`config.mk`:
```
export PLATFORM = sky130hd
export DESIGN_NAME = pipelined_mux_tree
export DESIGN_NICKNAME = d
export VERILOG_FILES = /design/src/rtl/pipelined_mux_tree.sv
export SDC_FILE = /design/constraint.sdc
export NUM_CORES = 1
export LEC_CHECK = 0
export ABC_AREA = 0
export CORE_ASPECT_RATIO = 1.4
export CORE_MARGIN = 3
export CORE_UTILIZATION = 45
export DETAILED_ROUTE_END_ITERATION = 8
export GPL_ROUTABILITY_DRIVEN = 0
export PLACE_DENSITY = 0.83
export SLEW_MARGIN = 40
export SYNTH_ARGS = -nofsm -noshare
export SYNTH_HDL_FRONTEND = slang
export SYNTH_SLANG_ARGS = --single-unit
```
`constraint.sdc`:
```
create_clock -name clk -period 1.8 [get_ports clk]
set_input_delay 0.36 -clock clk [delete_from_list [all_inputs] [get_ports clk]]
set_output_delay 0.36 -clock clk [all_outputs]
set_load 0.03 [all_outputs]
```
`src/rtl/pipelined_mux_tree.sv`:
```
// pipelined_mux_tree: SEL_W-level binary mux tree, one register stage per level,
// with a single global advance so every stage stalls together under backpressure.
module pipelined_mux_tree #(
    parameter int WIDTH = 8,
    parameter int SEL_W = 2
) (
    input  logic                            clk,
    input  logic                            rst,
    input  logic [(2**SEL_W)*WIDTH-1:0]     in_data,
    input  logic [SEL_W-1:0]                in_sel,
    input  logic                            in_valid,
    output logic                            in_ready,
    output logic [WIDTH-1:0]                out_data,
    output logic [SEL_W-1:0]                out_sel,
    output logic                            out_valid,
    input  logic                            out_ready
);
    localparam int N = 2**SEL_W;
    // Registered nodes: stage s occupies N>>s entries at offset N - 2*(N>>s); root is last.
    logic [WIDTH-1:0] node [N-1];
    // Source view for each level: input lanes followed by every non-root node.
    logic [WIDTH-1:0] src [2*N-2];
    logic [SEL_W-1:0] sel_q [1:SEL_W];
    logic             vld_q [1:SEL_W];
    logic [SEL_W-1:0] sel_src [0:SEL_W-1];
    logic             vld_src [0:SEL_W-1];
    logic             adv;

    assign adv       = !out_valid || out_ready;
    assign in_ready  = adv;
    assign out_data  = node[N-2];
    assign out_sel   = sel_q[SEL_W];
    assign out_valid = vld_q[SEL_W];

    always_comb begin
        for (int k = 0; k < N; k++) src[k] = in_data[k*WIDTH +: WIDTH];
        for (int k = N; k < 2*N-2; k++) src[k] = node[k-N];
        sel_src[0] = in_sel;
        vld_src[0] = in_valid;
        for (int s = 1; s < SEL_W; s++) begin
            sel_src[s] = sel_q[s];
            vld_src[s] = vld_q[s];
        end
    end

    // Data and select only load behind a real beat, so outputs hold across bubbles.
    always_ff @(posedge clk) begin
        if (rst) begin
            for (int k = 0; k < N-1; k++) node[k] <= '0;
            for (int s = 1; s <= SEL_W; s++) begin
                sel_q[s] <= '0;
                vld_q[s] <= 1'b0;
            end
        end else if (adv) begin
            for (int s = 1; s <= SEL_W; s++) begin
                vld_q[s] <= vld_src[s-1];
                if (vld_src[s-1]) begin
                    sel_q[s] <= sel_src[s-1];
                    for (int m = 0; m < (N >> s); m++)
                        node[N - 2*(N >> s) + m] <= sel_src[s-1][s-1] ? src[2*N - 4*(N >> s) + 2*m + 1]
                                                                      : src[2*N - 4*(N >> s) + 2*m];
                end
            end
        end
    end
endmodule

```
==> results.py <==
metrics = {
    "setup_path": {
        "path_delay_family": "buffers and inverters",
        "start_kind": "register",
        "cp_num_buf_inv": 1,
        "critPathLaunch": "vld_q[2]",
        "worstSetupEndpointType": "output pin",
        "crit_cells": 1,
        "path_cells": "clkdlybuf4s50_1",
        "arrival_ns": 1.32,
        "crit_path_max_incr_delay_ns": 0.68,
        "ff2ff_path_depth": 3,
        "slowest_stage": "clkdlybuf4s50_1",
        "crit_path_max_fanout": 2,
        "required_ns": 1.44,
        "r2r-end": "node[0][21]",
        "r2r-start": "vld_q[2]",
        "cp-endpoint": "out_valid",
        "crit_type": "reg2out",
        "rrSetupSlack_ns": 0.38,
    },
    "sta": {
        "fin_skew_ns": 0.005895,
        "fin_crit_ns": 1.678,
        "slew_viol_final": 0,
        "fmax_mhz": 595.8,
        "slew_headroom": 0.6637,
        "hold_slack_ns": 0.6289,
        "finalCritPeriodShare": 0.9325,
        "setup_tns_ns": 0,
        "hold_violations": 0,
        "finalSetupViolCount": 0,
        "worstMarginPinSlew_ns": 0.5045,
        "rsz0062_at_grt": "no",
    },
    "logic_synthesis": {
        "synth-seq-cells": 30,
        "yosysSeqAreaShare": 0.5385,
        "syn_nets": 149,
        "syn_area_per_cell_um2": 15.07,
        "synthCells": 111,
        "synth_warnings": 0,
        "ys_types": 15,
        "netlist_area_um2": 1673,
    },
    "final_layout": {
        "nets": 191,
        "final_core_util": 0.6371,
        "final_cells": 194,
        "areaGrowthSynthToFinish_pct": 32.24,
        "diodes": 0,
        "drive_gt1_frac": 0.2273,
    },
    "floorplan": {
        "start_util": 0.4818,
        "die_w_um": 57.53,
        "die_h_um": 78.14,
        "row_count": 25,
        "coreArea_um2": 3472,
        "io_pins": 50,
        "dieArea_um2": 4495,
    },
    "clock_network": {
        "cts_resized": 0,
        "htreeDepth": 2,
        "cts_root_buf": "clkbuf_8",
        "cts_num_sinks": 30,
        "worstSkewPairLatency_ns": 0.28,
        "postCtsSetupBuffers": 0,
        "cts_tree": "yes",
        "ctsHoldBuffers": 0,
        "clk_path_buf_depth": 2,
        "cts.clk_slew.worst_paths_ns": 0.06,
        "cts_buffers": 5,
    },
    "place": {
        "port_buffers": 49,
        "dpl.cell_count": 186,
        "hpwlAfterDp_um": 2474,
    },
    "global_route": {
        "overflow": 0,
        "grt_first_pass_wirelength_um": 5402,
        "grt_max_degree": 28,
        "grt_pass1_vias": 1135,
        "grtUsageTotal": 0.1590,
        "antenna_found_initial": 0,
    },
    "route": {
        "route.detailed.drc": 0,
        "wirelength_um": 3288,
        "dr.pass1.iters": 4,
        "dr.first_iter.drc_count": 16,
        "viasPerCell": 5.603,
        "wire_per_inst_um": 16.95,
        "num_vias": 1087,
        "ant_nets": 0,
    },
    "min_path": {
        "min_path_type": "reg2reg",
    },
    "run": {
        "cap_violations": 0,
    },
    "pwr": {
        "total_power_uw": 1730,
        "p_per_area_nw_per_um2": 782.2,
        "ir_drop_uv": 502.2,
        "p_leak_uw": 0.0008040,
    },
    "status": {
        "outcome": "completed",
    },
}
## cell families after synthesis
logic type / after synthesis / share of synthesized area
AOI/OAI and AO/OA: 3 / 0.01346
buffers and inverters: 21 / 0.09872
DFF: 30 / 0.5385
muxes: 24 / 0.1436
and+or+nand+nor: 33 / 0.2057
## layout by cell type, fill, tap and decap left out, types with 2 or more instances in the layout
cell	n
nor3b_1	2
and4b_1	4
buf_12	2
buf_4	5
a21o_1	2
edfxtp_1	30
mux2i_1	24
clkbuf_8	5
nor4_1	6
clkdlybuf4s50_1	48
nor4_2	18
## state kept, by name, indices dropped and copies added, names as in the netlist
register  count
sel_q         4
node         24
vld_q         2
## stage by stage
step / area (µm²) / worst slack, ns
finish: 2212 / 0.1215
global route: 2212 / 0.06794
CTS: 2212 / 0.1030
detailed placement: 2127 / 0.001308
global placement: 2127 / 0.04257
floorplan: 1680 / 0.04425
## synthesized netlist by cell type
master	number	area, µm²
edfxtp_1	30	900.9
mux2i_1	24	240.2
nor4_2	18	225.2
buf_4	10	75.07
buf_6	6	67.56
nor4_1	6	37.54
and4b_1	4	40.04
a21o_1	3	22.52
buf_2	3	15.01
nor3b_1	2	15.01
clkbuf_1	1	3.750
inv_1	1	3.750
nand2b_1	1	6.260
nor2_2	1	6.260
nor2b_4	1	13.76
## how the worst min path moves through the flow
stage / endpoint / start / slack (ns) / cells after the start
floorplan: sel_q[2][0] / sel_q[1][0] / 0.57 / 1
global placement: sel_q[2][0] / sel_q[1][0] / 0.60 / 1
detailed placement: sel_q[2][0] / sel_q[1][0] / 0.61 / 1
CTS: sel_q[2][0] / sel_q[1][0] / 0.63 / 1
global route: sel_q[2][0] / sel_q[1][0] / 0.66 / 1
finish: sel_q[2][0] / sel_q[1][0] / 0.63 / 1
## report_power, final
| part | leakage (µW) | internal [µW] | switching (µW) | total [µW] |
|---|---|---|---|---|
| registers | 0.000326 | 840 | 27.6 | 867 |
| clock network | 0.0000416 | 264 | 248 | 512 |
| logic | 0.000436 | 182 | 169 | 351 |
## cell type report
type                    instances  area [µm²]
clock buffers                   5       68.82
inverters                       1       3.754
well taps                      40       50.05
fillers                       268        1260
repair buffers                 55       558.0
clock inverters                 3       16.27
multi-input cells              60       614.3
flip-flops and latches         30       900.9
## routing by layer
layer / vias up / part of all wire / GRT usage
met2: 41 / 0.57 / 0.2839
met1: 524 / 0.35 / 0.1684
met3: 10 / 0.048 / 0.03618
li1: 512 / - / -
met5: - / 0 / 0
met4: 0 / 0.033 / 0.08353
Power figures use the tool's default switching activity.
